<file path="config.mk">
export PLATFORM = sky130hd
export DESIGN_NAME = keypad_scanner
export DESIGN_NICKNAME = d
export VERILOG_FILES = /design/src/rtl/keypad_scanner.sv
export SDC_FILE = /design/constraint.sdc
export NUM_CORES = 1
export LEC_CHECK = 0
export ABC_AREA = 1
export CAP_MARGIN = 20
export CORE_ASPECT_RATIO = 0.8
export CORE_MARGIN = 5
export CORE_UTILIZATION = 41
export DETAILED_ROUTE_END_ITERATION = 12
export GPL_ROUTABILITY_DRIVEN = 0
export PLACE_DENSITY = 0.6
export SYNTH_ARGS = -nofsm -noshare
export SYNTH_HDL_FRONTEND = slang
export SYNTH_SLANG_ARGS = --single-unit
</file>
<file path="constraint.sdc">
create_clock -name clk -period 4.2 [get_ports clk]
set_input_delay 0.42 -clock clk [delete_from_list [all_inputs] [get_ports clk]]
set_output_delay 0.42 -clock clk [all_outputs]
set_load 0.05 [all_outputs]
</file>
<file path="src/rtl/keypad_scanner.sv">
// keypad_scanner: row-scanning matrix keypad controller with per-frame
// debounce, ghost (multi-key) rejection and a first-word-fall-through event FIFO.
//
// Ports:
//   clk          single clock, rising edge
//   rst          asynchronous active-high reset
//   row_n        active-low row drive, at most one row low
//   col_n        active-low column sense (asynchronous, synchronised inside)
//   key_code     FIFO head key index = row*COLS + col
//   key_release  FIFO head event type (0 press, 1 release)
//   key_valid    FIFO non-empty, head fields valid
//   key_ready    consumer accepts head when key_valid=1
//   key_held     a committed key is currently down
//   ghost        last completed frame saw more than one key
//   overflow     sticky: an event was dropped on a full FIFO
module keypad_scanner #(
    parameter int  ROWS       = 4,
    parameter int  COLS       = 4,
    parameter int  SCAN_DIV   = 1000000,
    parameter int  DEBOUNCE   = 4,
    parameter int  FIFO_DEPTH = 4,
    localparam int KW         = $clog2(ROWS * COLS)
) (
    input  logic            clk,
    input  logic            rst,
    output logic [ROWS-1:0] row_n,
    input  logic [COLS-1:0] col_n,
    output logic [KW-1:0]   key_code,
    output logic            key_release,
    output logic            key_valid,
    input  logic            key_ready,
    output logic            key_held,
    output logic            ghost,
    output logic            overflow
);
    localparam int DW = $clog2(SCAN_DIV);
    localparam int RW = $clog2(ROWS);
    localparam int CW = $clog2(COLS);
    localparam int SW = $clog2(DEBOUNCE + 1);
    localparam int AW = $clog2(FIFO_DEPTH);

    typedef enum logic [1:0] {RES_NONE, RES_KEY, RES_MULTI} res_t;
    typedef enum logic {CS_IDLE, CS_PRESS} cstate_t;

    // ---------------- column synchroniser ----------------
    logic [COLS-1:0] col_s1, col_s2;

    always_ff @(posedge clk or posedge rst) begin
        if (rst) begin
            col_s1 <= '1;
            col_s2 <= '1;
        end else begin
            col_s1 <= col_n;
            col_s2 <= col_s1;
        end
    end

    // ---------------- row scan ----------------
    // 'active' holds rows released during reset; the first edge after reset
    // starts the row 0 dwell.
    logic          active;
    logic [RW-1:0] row_idx;
    logic [DW-1:0] dwell;
    logic          dwell_end, frame_end;

    assign dwell_end = active && (dwell == DW'(SCAN_DIV - 1));
    assign frame_end = dwell_end && (row_idx == RW'(ROWS - 1));

    always_ff @(posedge clk or posedge rst) begin
        if (rst) begin
            active  <= 1'b0;
            row_idx <= '0;
            dwell   <= '0;
        end else if (!active) begin
            active <= 1'b1;
        end else if (dwell_end) begin
            dwell   <= '0;
            row_idx <= (row_idx == RW'(ROWS - 1)) ? '0 : row_idx + 1'b1;
        end else begin
            dwell <= dwell + 1'b1;
        end
    end

    always_comb begin
        row_n = '1;
        if (active) row_n[row_idx] = 1'b0;
    end

    // ---------------- frame accumulation ----------------
    logic [1:0]    row_hits;     // saturates at 2
    logic [CW-1:0] row_col;
    logic [KW-1:0] row_code;
    logic [1:0]    acc_hits;
    logic [KW-1:0] acc_code;
    logic [2:0]    hit_sum;
    logic [1:0]    tot_hits;
    logic [KW-1:0] tot_code;

    always_comb begin
        row_hits = 2'd0;
        row_col  = '0;
        for (int unsigned c = 0; c < COLS; c++) begin
            if (!col_s2[c]) begin
                if (row_hits != 2'd2) row_hits = row_hits + 2'd1;
                row_col = c[CW-1:0];
            end
        end
    end

    assign row_code = KW'(row_idx) * KW'(COLS) + KW'(row_col);
    assign hit_sum  = {1'b0, acc_hits} + {1'b0, row_hits};
    assign tot_hits = (hit_sum >= 3'd2) ? 2'd2 : hit_sum[1:0];
    // Only meaningful when exactly one key was seen in the whole frame.
    assign tot_code = (row_hits != 2'd0) ? row_code : acc_code;

    // ---------------- debounce and commit ----------------
    res_t          res_kind, prev_kind;
    logic [KW-1:0] res_code, prev_code;
    logic [SW-1:0] stab, stab_nx;
    logic          same, differs, do_commit;
    logic          comm_key;
    logic [KW-1:0] comm_code, pend_code;

    always_comb begin
        res_kind = RES_MULTI;
        if (tot_hits == 2'd0)      res_kind = RES_NONE;
        else if (tot_hits == 2'd1) res_kind = RES_KEY;
    end
    assign res_code = tot_code;

    assign same = (res_kind == prev_kind) &&
                  ((res_kind != RES_KEY) || (res_code == prev_code));

    always_comb begin
        stab_nx = SW'(1);
        if (same) stab_nx = (stab == SW'(DEBOUNCE)) ? stab : stab + 1'b1;
        differs = 1'b0;
        case (res_kind)
            RES_NONE: differs = comm_key;
            RES_KEY:  differs = !comm_key || (comm_code != res_code);
            default:  differs = 1'b0;
        endcase
    end

    assign do_commit = frame_end && (stab_nx == SW'(DEBOUNCE)) &&
                       (res_kind != RES_MULTI) && differs;
    assign key_held  = comm_key;

    always_ff @(posedge clk or posedge rst) begin
        if (rst) begin
            acc_hits  <= '0;
            acc_code  <= '0;
            prev_kind <= RES_NONE;
            prev_code <= '0;
            stab      <= '0;
            ghost     <= 1'b0;
            comm_key  <= 1'b0;
            comm_code <= '0;
            pend_code <= '0;
        end else begin
            if (dwell_end) begin
                if (frame_end) begin
                    acc_hits <= '0;
                    acc_code <= '0;
                end else begin
                    acc_hits <= tot_hits;
                    acc_code <= tot_code;
                end
            end
            if (frame_end) begin
                prev_kind <= res_kind;
                prev_code <= res_code;
                stab      <= stab_nx;
                ghost     <= (res_kind == RES_MULTI);
            end
            if (do_commit) begin
                comm_key  <= (res_kind == RES_KEY);
                comm_code <= res_code;
                pend_code <= res_code;
            end
        end
    end

    // ---------------- event generation FSM ----------------
    // Key-to-key change emits the release now and the press one cycle later.
    cstate_t       cstate, cstate_nx;
    logic          push, push_rel;
    logic [KW-1:0] push_code;

    always_ff @(posedge clk or posedge rst) begin
        if (rst) cstate <= CS_IDLE;
        else     cstate <= cstate_nx;
    end

    always_comb begin
        cstate_nx = cstate;
        push      = 1'b0;
        push_rel  = 1'b0;
        push_code = '0;
        case (cstate)
            CS_IDLE: begin
                if (do_commit) begin
                    push = 1'b1;
                    if (!comm_key) begin
                        push_code = res_code;
                    end else begin
                        push_rel  = 1'b1;
                        push_code = comm_code;
                        if (res_kind == RES_KEY) cstate_nx = CS_PRESS;
                    end
                end
            end
            CS_PRESS: begin
                push      = 1'b1;
                push_code = pend_code;
                cstate_nx = CS_IDLE;
            end
            default: cstate_nx = CS_IDLE;
        endcase
    end

    // ---------------- event FIFO (first-word-fall-through) ----------------
    logic [KW:0]   mem [FIFO_DEPTH];
    logic [KW:0]   head;
    logic [AW-1:0] wr_ptr, rd_ptr, rd_nx;
    logic [AW:0]   count, remain;
    logic          full, pop, wr_en;

    assign key_valid   = (count != '0);
    assign full        = (count == (AW+1)'(FIFO_DEPTH));
    assign pop         = key_valid && key_ready;
    assign wr_en       = push && (!full || pop);
    assign rd_nx       = rd_ptr + AW'(pop);
    assign remain      = count - (AW+1)'(pop);
    assign key_code    = head[KW-1:0];
    assign key_release = head[KW];

    always_ff @(posedge clk) begin
        if (wr_en) mem[wr_ptr] <= {push_rel, push_code};
    end

    // head is a register so it keeps the last value once the FIFO drains.
    always_ff @(posedge clk or posedge rst) begin
        if (rst) begin
            wr_ptr   <= '0;
            rd_ptr   <= '0;
            count    <= '0;
            head     <= '0;
            overflow <= 1'b0;
        end else begin
            wr_ptr <= wr_ptr + AW'(wr_en);
            rd_ptr <= rd_nx;
            count  <= count + (AW+1)'(wr_en) - (AW+1)'(pop);
            if (push && full && !pop) overflow <= 1'b1;
            if (remain != '0)  head <= mem[rd_nx];
            else if (wr_en)    head <= {push_rel, push_code};
        end
    end

endmodule

</file>
## Yosys cells after proc, flatten, opt, wreduce, memory -nomap -nowiden

Memory sizes are Yosys's and may differ from the RTL's.
Index checks and enable logic that the tools add are counted.
W data, S select, Z words.

- Bits in registers: 66
- Memory bits (writable): 20
- Memories: 1
- Output and inout port bits: 13

- Eq/ne operators: 16
- Reductions and logical operators: 24
- Add/subtract/negate cells: 13
- Bitwise logic cells: 2
- Multiplexer cells: 40
- Magnitude comparators: 3

Memories:

| memory | depth | bits a word | read ports | clocked after memory_dff | wr ports | RTL line | source |
|---|---|---|---|---|---|---|---|
| mem | 4 | 5 | 1 | 0 | 1 | 223 | `logic [KW:0] mem [FIFO_DEPTH];` |

Operators with widths:

| operator | count |
|---|---|
| $mux W2 | 13 |
| $add A20 B1 Y20 const B | 1 |
| $eq A20 B20 Y1 const B | 1 |
| $mux W20 | 1 |
| $mux W4 | 5 |
| $mux W1 | 12 |
| $logic_and A1 B1 Y1 | 11 |
| $mux W5 | 2 |
| $eq A3 B3 Y1 const B | 3 |
| $add A2 B1 Y2 const B | 4 |
| $ne A2 B2 Y1 const B | 4 |
| $pmux W4 S2 | 1 |
| $mux W3 | 2 |
| $pmux W1 S2 | 3 |
| $reduce_bool A3 Y1 | 2 |
| $sub A3 B1 Y3 | 2 |
| $add A2 B1 Y2 | 2 |
| $add A4 B2 Y4 | 1 |
| $eq A2 B1 Y1 const B | 2 |
| $eq A2 B2 Y1 const B | 2 |
| $eq A4 B4 Y1 | 1 |
| $logic_not A2 Y1 | 2 |
| $ne A4 B4 Y1 | 1 |
| $not A4 Y4 | 1 |
| 14 further kinds | 19 |

## Depth between registers and ports, before layout

Gate-level depths: netlist of run 1.

- Word-level depth: 29
- Gate-level depth with buffers: 27
- Gate-level depth less buffers: 26

## Least setup slack after synthesis of run 1

No wires, ideal clock.

- Path type: flip-flop to flip-flop
- Start: register col_s2[1]
- End: register count[2]
- Arrival time: 4,280 ps
- Cell stages (with the launch flop): 28
- Setup slack: -202 ps
- Path buffers: 1
- Data required time: 4,077 ps
- Library setup time: 123 ps
- Path through: dfstp_2 > inv_1 > ha_1 > nand2_1 > nand2_1 > inv_1 > ha_1 > or2_4 > nand2_4 > inv_1 > ha_1 > inv_1 > fa_1 > nand2_1 > nor2_1 > inv_1 > o21ai_0 > a211oi_1 > nand4_2 > o21ai_2 > nand2_2 > buf_6 > ha_1 > inv_1 > ha_1 > inv_1 > fa_1 > xnor2_1

- Word-level cells in the longest chain between the ends: 26
- Elaborated cells on any way between the ends: 43
- Those cells by class: 6 x add/sub; 1 x order compare; 10 x eq/ne; 16 x mux; 10 x reduce/logical

Ends and longest elaborated chain:

| element | RTL line | source |
|---|---|---|
| start: declaration | 46 | `logic [COLS-1:0] col_s1, col_s2;` |
| start signal: assignment | 54 | `col_s2 <= col_s1;` |
| $mux W2 | 103 | `if (!col_s2[c]) begin` |
| $add A2 B1 Y2 or $ne A2 B2 Y1 (tied branches) | 104 | `if (row_hits != 2'd2) row_hits = row_hits + 2'd1;` |
| $mux W2 | 104 |  |
| $mux W2 | 103 |  |
| $add A2 B1 Y2 or $ne A2 B2 Y1 (tied branches) | 104 |  |
| $mux W2 | 104 |  |
| $mux W2 | 103 |  |
| $add A2 B2 Y3 | 111 | `assign hit_sum = {1'b0, acc_hits} + {1'b0, row_hits};` |
| [... 9 more ...] | -- |  |
| $eq A3 B3 Y1 | 145 | `assign do_commit = frame_end && (stab_nx == SW'(DEBOUNCE)) &&` |
| $logic_and A1 B1 Y1 (2 in a row) | 145 |  |
| $logic_and A1 B1 Y1 (*) | 146 | `(res_kind != RES_MULTI) && differs;` |
| $mux W1 (*) | 202 | `if (do_commit) begin` |
| $pmux W1 S2 (*) | 200 | `case (cstate)` |
| $logic_and A1 B1 Y1 (*) | 232 | `assign wr_en = push && (!full \|\| pop);` |
| $add A3 B1 Y3 (*) | 253 | `count <= count + (AW+1)'(wr_en) - (AW+1)'(pop);` |
| $sub A3 B1 Y3 (*) | 253 |  |
| end signal: assignment | 253 |  |
| end: declaration | 226 | `logic [AW:0] count, remain;` |

Mark *: on every way between the ends. The rest lies on a longest branch, timed or not.
A chain may end at the register's enable or synchronous reset.

## Worst setup path after layout of run 1

- Start: register col_s2[1]
- End: register count[1]

The elaborated chain is that of the path after synthesis.

==> flow_summary.toml, run 1 <==
[synthesis]
yosys.area_share.simple_pct = 22.53
yosys.area.top_type = "dfrtp_1"
synth_top_family_by_area = "simple AND/OR/NAND/NOR gates"
synthesis.area_um2 = 4425
synth_xor_xnor_area_share_pct = 3.167
ys_warn_count = 0
syn_nets = 529
synth_compound_area_share_pct = 9.726
synth_top_area_share_pct = 32.23
yosys-top-cells-area = "dfrtp_1 (32%), edfxtp_1 (14%), inv_1 (7.7%)"
synth_ff_type = "dfrtp_1"
synth-edff-count = 20
synthesis.instances = 504
synth.avg_cell_area_um2 = 8.781
async_flop_share_pct = 76.47
ys_seq_area_share_pct = 50.55
synthAdderAreaFrac_pct = 5.428
synthMuxAreaShare_pct = 0
ys_seq_elements = 85
synthDistinctLibCells = 40

[run_status]
status = "finished, final reports clean"

[job]
drv_cap = 0

[setup_path]
crit_path_max_fanout = 5
crit_start = "col_s2[1]$_DFF_PP1_"
slowest_stage = "dfstp_2"
max_stage_delay_ns = 0.54
r2r-start = "col_s2[1]$_DFF_PP1_"
cp.arrival_ns = 4.34
worstSetupPathType = "flop to flop"
crit_top_cell = "inv_2"
critical-path-top-delay-family = "adder cells"
crit_buf_inv = 8
start_kind = "flop"
cp_data_required_time_ns = 4.43
cp-end-kind = "flop"

[floorplan]
dieArea_um2 = 12980
core_area_um2 = 10720
floorplan.initialDensity_pct = 41.28
num_rows = 34
die_x_um = 126.2
pin_count = 20
fp.dieH_um = 102.9

[finish]
area_delta_synth_final_pct = 20.10
drive_gt1_share_pct = 15.55
final_core_util_pct = 49.58
nets = 573
fillers = 1042
finalNonFillerCells = 697
num_antenna_cells = 0
final_cell_mix = "inv_1 (81), nand2_1 (81), dfrtp_1 (57)"

[sta]
min_period_ns = 4.103
setup_viol = 0
hold_violations = 0
slew_violations = 0
post-route-period-util_pct = 97.69
maxSlewHeadroom_pct = 44.50
fmax_mhz = 243.7
skew_ns = 0.004852
rsz0062_at_grt = "yes"
worst_slew_pin_slew_ns = 0.8312

[grt]
grt_pass1_wl_mm = 16.19
grt_pass1_vias = 3336
grt_usage_pct = 15.44
antenna_found_initial = 0
grt_max_degree = 40
gr-total-overflow = 0

[power]
power.density_nw_per_um2 = 465.9
ir_drop_uv = 190.4
p_leak_nw = 2.382

[drt]
drt_iter0_drc = 328
avgViaCountPerCell = 4.805
postRouteAntennaNets = 0
drtPass1Iterations = 5
vias = 3349
wirelength_mm = 9.357
wl_per_cell_um = 13.42
drcViolationCount = 0

[cts]
cts_made_buffers = 9
cts_hold_buf = 0
clk_latency_ns = 0.33
ctsLongestPathBuffers = 2
htreeDepth = 3
cts_tree = "done"
cts_sinks = 85
cts-root-buf = "clkbuf_16"
clk_pin_slew_ns = 0.06

[placed_design]
hpwl_mm = 6.856
placedCellCount = 677
port_buffers = 19

[worst_hold_path]
min_path_type = "flop to flop"
worstHoldStart = "col_s1[2]$_DFF_PP1_"
cell families (layout without fill, tap and decap cells):
kind of cell,Yosys count,count (layout)
adders and majority gates,18,18
xor gates and xnor gates,16,16
AOI/OAI and AO/OA,79,79
DFF,85,85
other,1,1
and+or+nand+nor,207,207
buffers and inverters,98,147
flip-flops by register name (all words and copies together) (netlist names):
name,cells
prev_kind,1
head,5
col_s2,4
overflow,1
mem,20
prev_code,4
pend_code,4
rd_ptr,2
stab,3
cstate,1
count,3
key_held,1
dwell,20
ghost,1
acc_hits,2
col_s1,4
row_idx,2
acc_code,4
wr_ptr,2
active,1
Yosys cell counts (all sizes together) (2+ instances only):
master / instances
xor2: 12
buf: 2
fa: 2
dfstp: 8
o21ai: 44
o21bai: 2
or2: 2
xnor2: 4
nand3: 38
nor2: 35
nor4: 9
a21boi: 4
nand2: 99
clkbuf: 4
nor3: 15
a211oi: 2
a31oi: 2
o22ai: 2
dfrtp: 57
edfxtp: 20
a21oi: 21
nand4: 7
ha: 16
inv: 92
metal layers:
layer / vias up / wire (µm) / global-route usage [%] / part of all wire (%)
li1: 1718 / - / - / -
met1: 1563 / 4450 / 20.54 / 48
met2: 62 / 4405 / 25.83 / 47
met3: 6 / 429 / 3.573 / 4.6
met4: 0 / 71 / 3.957 / 0.76
met5: - / 0 / 0 / 0
layout make-up:
cell class                 instances  area [µm²]  area share, %
clock buffer                      11       232.7          4.379
clock inverter                     5       75.07          1.412
inverter                          92       350.3          6.591
multi-input combinational        321        1899          35.73
sequential                        85        2237          42.09
tap                              144       180.2          3.390
timing repair buffer              39       340.3          6.403
power breakdown:
group / internal, mW / switching (mW)
clock network: 0.517 / 0.311
registers: 0.925 / 0.0651
logic: 0.246 / 0.412
total: 1.69 / 0.789
stage by stage:
stage / hold WS, ns / setup slack [ns] / area [µm²] / setup TNS, ns / total power, mW
finish: 0.3545 / 0.09720 / 5315 / 0 / 2.476
global placement: 0.3466 / 0.05098 / 4972 / 0 / 1.638
global route: 0.3574 / -0.1102 / 5315 / -0.2063 / 2.639
floorplan: 0.3452 / -0.01277 / 4513 / -0.01277 / 1.469
CTS: 0.3563 / 0.0008549 / 5295 / 0 / 2.498
detailed placement: 0.3473 / -0.01333 / 4972 / -0.01333 / 1.659
worst paths after layout:
path	end	slack, ns	cells after the start
setup / recovery	count[1]$_DFF_PP0_	0.1	26
hold / removal	col_s2[2]$_DFF_PP1_	0.35	0
setup reg to reg	count[1]$_DFF_PP0_	0.1	26
hold reg to reg	col_s2[2]$_DFF_PP1_	0.35	0
max in group asynchronous	acc_hits[0]$_DFFE_PP0P_	2.74	3
min in group asynchronous	dwell[0]$_DFFE_PP0P_	0.59	2
what timing repair did:
action	in CTS	in global routing
setup buffers	2	2
resized for setup	0	4
endpoints found under the hold margin	0	0
pin swaps	3	8
setup endpoints to repair	1	23
(Power assumes the default switching activity.)
==> run 2, diff against run 1 <==
--- a/config.mk
+++ b/config.mk
@@ -6,8 +6,8 @@
 export NUM_CORES = 1
 export LEC_CHECK = 0
 export ABC_AREA = 1
+export ABC_CLOCK_PERIOD_IN_PS = 4200
 export CAP_MARGIN = 20
-export CORE_ASPECT_RATIO = 0.8
 export CORE_MARGIN = 5
 export CORE_UTILIZATION = 41
 export DETAILED_ROUTE_END_ITERATION = 12
==> run 2 against run 1 <==
  * Register-to-register slack got worse by 0.08 ns
  * Worst hold slack improved by 0.0037 ns
  * Utilization fell by 0.83 points
  * Largest power group unchanged
  * First-iteration DRC count shrank 51%
==> flow_summary.toml, run 2 (synthesis gave the netlist of run 1 again) <==
[drt]
drcViolationCount = 0
vias = 3317
drt_iter0_drc = 162
drtPass1Iterations = 5
wirelength_mm = 8.873
postRouteAntennaNets = 0
wl_per_cell_um = 12.86
avgViaCountPerCell = 4.807

[finish]
final_area_um2 = 5215
nets = 570
area_delta_synth_final_pct = 17.84
final_cell_mix = "nand2_1 (82), inv_1 (81), dfrtp_1 (57)"
final_core_util_pct = 48.75
num_antenna_cells = 0
drive_gt1_share_pct = 15.45
finalNonFillerCells = 690
largestRegisters = "dwell x20, mem x20, head x5"
final_common_cell = "nand2_1"

[cts]
clk_pin_slew_ns = 0.09
cts_hold_buf = 0
cts_tree = "done"
cts-root-buf = "clkbuf_8"
htreeDepth = 3
cts_sinks = 85
clk_latency_ns = 0.37
cts_made_buffers = 9
ctsLongestPathBuffers = 2
cts_setup_buffers = 0

[sta]
slew_violations = 0
setup_viol = 0
rsz0062_at_grt = "yes"
min_period_ns = 4.186
skew_ns = 0.01386
worst_slew_pin_slew_ns = 0.8078
hold_violations = 0
fmax_mhz = 238.9
maxSlewHeadroom_pct = 46.07
post-route-period-util_pct = 99.66

[floorplan]
core_area_um2 = 10700
die_x_um = 113.9
dieArea_um2 = 12970
pin_count = 20
floorplan.initialDensity_pct = 41.37
num_rows = 38
fp.dieH_um = 113.9

[worst_hold_path]
min_path_type = "flop to flop"
hold-path-endpoint = "col_s2[2]$_DFF_PP1_"
hold_depth = 0
worstHoldStart = "col_s1[2]$_DFF_PP1_"

[job]
drv_cap = 0

[grt]
use_met2_pct = 23.64
grt_busiest_layer = "met2"
grt_usage_pct = 14.84
met3_usage_pct = 2.971
grt_max_degree = 41
grt_pass1_vias = 3305
antenna_found_initial = 0
gr-total-overflow = 0
met1_usage_pct = 19.64
grt_pass1_wl_mm = 15.30

[setup_path]
cp.arrival_ns = 4.46
r2r-start = "col_s2[1]$_DFF_PP1_"
worstSetupPathType = "flop to flop"
rrSetupSlack_ns = 0.01
crit_path_max_fanout = 5
start_kind = "flop"
reg2reg_depth = 26
cp-end-kind = "flop"
cp_data_required_time_ns = 4.47
rr_endpoint = "count[1]$_DFF_PP0_"

[power]
ir_drop_uv = 262.8
p_leak_nw = 2.342
power.density_nw_per_um2 = 444.5

[run_status]
status = "finished, final reports clean"

[placed_design]
hpwl_mm = 6.673
place_area_um2 = 4975
port_buffers = 19
placedCellCount = 674
## run 2: worst max-delay path by stage
stage                         from            endpoint  slack (ns)  depth (start not counted)
2_1_floorplan  col_s2[1]$_DFF_PP1_  count[1]$_DFF_PP0_       -0.01                         27
3_3_place_gp   col_s2[1]$_DFF_PP1_  count[1]$_DFF_PP0_        0.05                         26
3_5_place_dp   col_s2[1]$_DFF_PP1_  count[1]$_DFF_PP0_       -0.05                         26
4_1_cts        col_s2[1]$_DFF_PP1_  count[1]$_DFF_PP0_        0.01                         26
5_1_grt        col_s2[1]$_DFF_PP1_  count[1]$_DFF_PP0_       -0.20                         26
6_report       col_s2[1]$_DFF_PP1_  count[1]$_DFF_PP0_        0.01                         26
## run 2: final cells by class
type,count,area [µm²]
Fill cell,1025,5483
Sequential cell,85,2237
Multi-Input combinational cell,321,1902
Inverter,92,347.8
Timing Repair Buffer,36,317.8
Tap cell,140,175.2
Clock buffer,12,166.4
Clock inverter,4,68.82
## run 2: repair_timing
action / in CTS / in global routing
pin swaps: 2 / 0
endpoints found under the hold margin: 0 / 0
gates resized for setup: 0 / 2
endpoints found under the setup margin: 1 / 6
## run 2: report_power, final
part	leakage, nW	internal (mW)	switching (mW)
logic	1.14	0.242	0.413
registers	1.08	0.923	0.0634
clock network	0.119	0.385	0.291
## run 2: per-layer routing
layer	wire length, µm	part of all wire [%]	up-vias
met5	0	0	-
met4	147	1.7	0
met3	353	4.0	14
met2	4133	47	47
met1	4240	48	1532
li1	-	-	1724
## run 2: through the flow
stage | TNS [ns] | power, mW | hold WS (ns) | setup slack [ns]
2_1_floorplan | -0.01277 | 1.469 | 0.3452 | -0.01277
3_3_place_gp | 0 | 1.640 | 0.3464 | 0.05127
3_5_place_dp | -0.04550 | 1.661 | 0.3468 | -0.04550
4_1_cts | 0 | 2.343 | 0.3589 | 0.009595
5_1_grt | -0.3226 | 2.470 | 0.3627 | -0.2000
6_report | 0 | 2.318 | 0.3582 | 0.01424
## run 2: critical path, cell delays in order (launching register included)
cell and delay [ns]:
dfstp_2 0.54, inv_2 0.05, ha_4 0.25, nand2_2 0.04, nand2_1 0.05, inv_1 0.04, ha_2 0.16, or2_4 0.27
nand2_8 0.07, inv_4 0.04, ha_4 0.14, inv_2 0.05, fa_1 0.39, nand2_2 0.14, nor2_4 0.06, inv_2 0.10
o21ai_2 0.07, a211oi_2 0.22, nand4_2 0.16, o21ai_2 0.20, nand2_2 0.10, ha_4 0.22, inv_2 0.06, ha_4 0.11
inv_2 0.03, fa_2 0.52, inv_2 0.03
==> run 3, diff against run 2 <==
--- a/config.mk
+++ b/config.mk
@@ -8,11 +8,13 @@
 export ABC_AREA = 1
 export ABC_CLOCK_PERIOD_IN_PS = 4200
 export CAP_MARGIN = 20
+export CELL_PAD_IN_SITES_DETAIL_PLACEMENT = 1
+export CELL_PAD_IN_SITES_GLOBAL_PLACEMENT = 2
 export CORE_MARGIN = 5
-export CORE_UTILIZATION = 41
+export CORE_UTILIZATION = 34
 export DETAILED_ROUTE_END_ITERATION = 12
 export GPL_ROUTABILITY_DRIVEN = 0
-export PLACE_DENSITY = 0.6
+export PLACE_DENSITY = 0.75
 export SYNTH_ARGS = -nofsm -noshare
 export SYNTH_HDL_FRONTEND = slang
 export SYNTH_SLANG_ARGS = --single-unit
==> run 3 against run 2 <==
  * The run now ends with negative setup slack left
  * Global-route usage up 1.1 points
  * Clock skew down 0.0067 ns
  * Via count rose by 5.6%
  * First-iteration DRC count fell by 12%
  * Largest cell class unchanged
  * Highest routed layer unchanged
==> flow_summary.toml, run 3 (synthesis gave the netlist of run 1 again) <==
[run_status]
status = "finished with violations"
violations = "negative setup slack"

[finish]
num_antenna_cells = 0
register_area_um2 = 2237
nets = 586
multi_input_area_um2 = 1931
final_area_um2 = 5463
area_delta_synth_final_pct = 23.44
drive_gt1_share_pct = 18.55
fillers = 1491
largestRegisters = "dwell x20, mem x20, head x5"
finalNonFillerCells = 738
final_cell_mix = "inv_1 (80), nand2_1 (80), dfrtp_1 (57)"

[cts]
cts_made_buffers = 9
ctsLongestPathBuffers = 2
cts_sinks = 85
htreeDepth = 3
cts_hold_buf = 0
clk_pin_slew_ns = 0.07
cts-root-buf = "clkbuf_16"
clk_latency_ns = 0.34
cts_tree = "done"

[power]
power.density_nw_per_um2 = 456.0
ir_drop_uv = 179.5
p_leak_nw = 2.439

[worst_hold_path]
min_path_type = "flop to flop"
worstHoldStart = "col_s1[0]$_DFF_PP1_"

[drt]
drtPass1Iterations = 4
drcViolationCount = 0
avgViaCountPerCell = 4.745
drt_iter0_drc = 143
wl_per_cell_um = 15.14
wirelength_mm = 11.18
vias = 3502
postRouteAntennaNets = 0

[setup_path]
crit_start = "col_s2[1]$_DFF_PP1_"
cp.arrival_ns = 4.47
crit_path_max_fanout = 4
cp_data_required_time_ns = 4.44
cp-end-kind = "flop"
r2r-start = "col_s2[1]$_DFF_PP1_"
start_kind = "flop"
worstSetupPathType = "flop to flop"

[placed_design]
hpwl_mm = 8.202
placedCellCount = 711
place_area_um2 = 5052
port_buffers = 19

[sta]
worst_slew_pin_slew_ns = 0.8478
rsz0062_at_grt = "yes"
min_period_ns = 4.234
setup_viol = 1
hold_slack_ns = 0.3580
hold_violations = 0
setup_ws_ns = -0.03351
slew_violations = 0
skew_ns = 0.007193
maxSlewHeadroom_pct = 42.88
fmax_mhz = 236.2
post-route-period-util_pct = 100.8

[floorplan]
floorplan.initialDensity_pct = 34.93
num_rows = 41
core_area_um2 = 12670
fp.dieH_um = 124.1
dieArea_um2 = 15400
pin_count = 20
die_x_um = 124.1

[grt]
grt_usage_pct = 15.92
grt_pass1_vias = 3828
antenna_found_initial = 0
grt_max_degree = 37
grt_pass1_wl_mm = 19.11
gr-total-overflow = 0

[job]
drv_cap = 0
run 3: changes by cell type in the layout (fill, tap and decap cells not counted), moves of 2 or more:
cell | previous run | this run
clkbuf_8 | 10 | 0
clkinvlp_4 | 0 | 3
nand2_1 | 82 | 80
buf_4 | 17 | 33
clkbuf_16 | 1 | 9
nand2_2 | 12 | 14
run 3: report_power, final:
group | total, mW | switching (mW) | internal [mW]
clock network | 0.795 | 0.338 | 0.457
logic | 0.707 | 0.441 | 0.266
registers | 0.989 | 0.0649 | 0.924
run 3: critical path, stage by stage, from the launching register on:
cell      delay (ns)
dfstp_2         0.54
inv_2           0.05
ha_4            0.25
nand2_2         0.05
nand2_2         0.06
inv_2           0.04
ha_4            0.14
or2_4           0.25
nand2_8         0.07
inv_4           0.03
ha_4            0.14
inv_2           0.05
fa_1            0.42
nand2_2         0.14
nor2_4          0.06
inv_4           0.09
o21ai_4         0.08
a211oi_4        0.25
nand4_2         0.15
o21ai_2         0.21
nand2_2         0.10
ha_4            0.22
inv_2           0.06
ha_4            0.11
inv_2           0.03
fa_2            0.52
inv_2           0.03
run 3: final timing paths:
kind                                   endpoint  slack, ns  cells past startpoint
max                          count[1]$_DFF_PP0_      -0.03                     26
min                         col_s2[0]$_DFF_PP1_       0.36                      0
max reg2reg                  count[1]$_DFF_PP0_      -0.03                     26
min reg2reg                 col_s2[0]$_DFF_PP1_       0.36                      0
max in group asynchronous   col_s1[1]$_DFF_PP1_       2.74                      3
min in group asynchronous  dwell[0]$_DFFE_PP0P_       0.55                      2
run 3: area by class of cell:
type / count / share of cell area, %
multi-input combinational: 321 / 35.34
sequential: 85 / 40.95
clock inverter: 7 / 1.214
timing repair buffer: 52 / 8.016
tap: 172 / 3.940
clock buffer: 9 / 4.123
inverter: 92 / 6.413
run 3: stage by stage:
step                      setup slack, ns  total power, mW  setup TNS, ns  utilization (%)
after global placement            0.05730            1.667              0            39.87
after detailed placement         -0.06604            1.695       -0.06604            39.87
after global routing              -0.2465            2.649         -1.350            43.11
after floorplan                  -0.01277            1.469       -0.01277                -
final                            -0.03351            2.491       -0.03351            43.11
after CTS                        0.002766            2.507              0            42.47
run 3: layer usage:
metal	GRT usage [%]	vias to the layer above	part of all wire, %
met3	3.134	14	1.9
met5	0	-	0
li1	-	1747	-
met4	4.654	0	1.4
met2	26.45	27	48
met1	21.12	1714	49
run 3: repair_timing:
action                                  in CTS  in global routing
gates resized for setup                      0                 10
pin swaps                                    4                 10
endpoints found under the setup margin       2                 26
cloned                                       0                  0
setup buffers                                5                  6
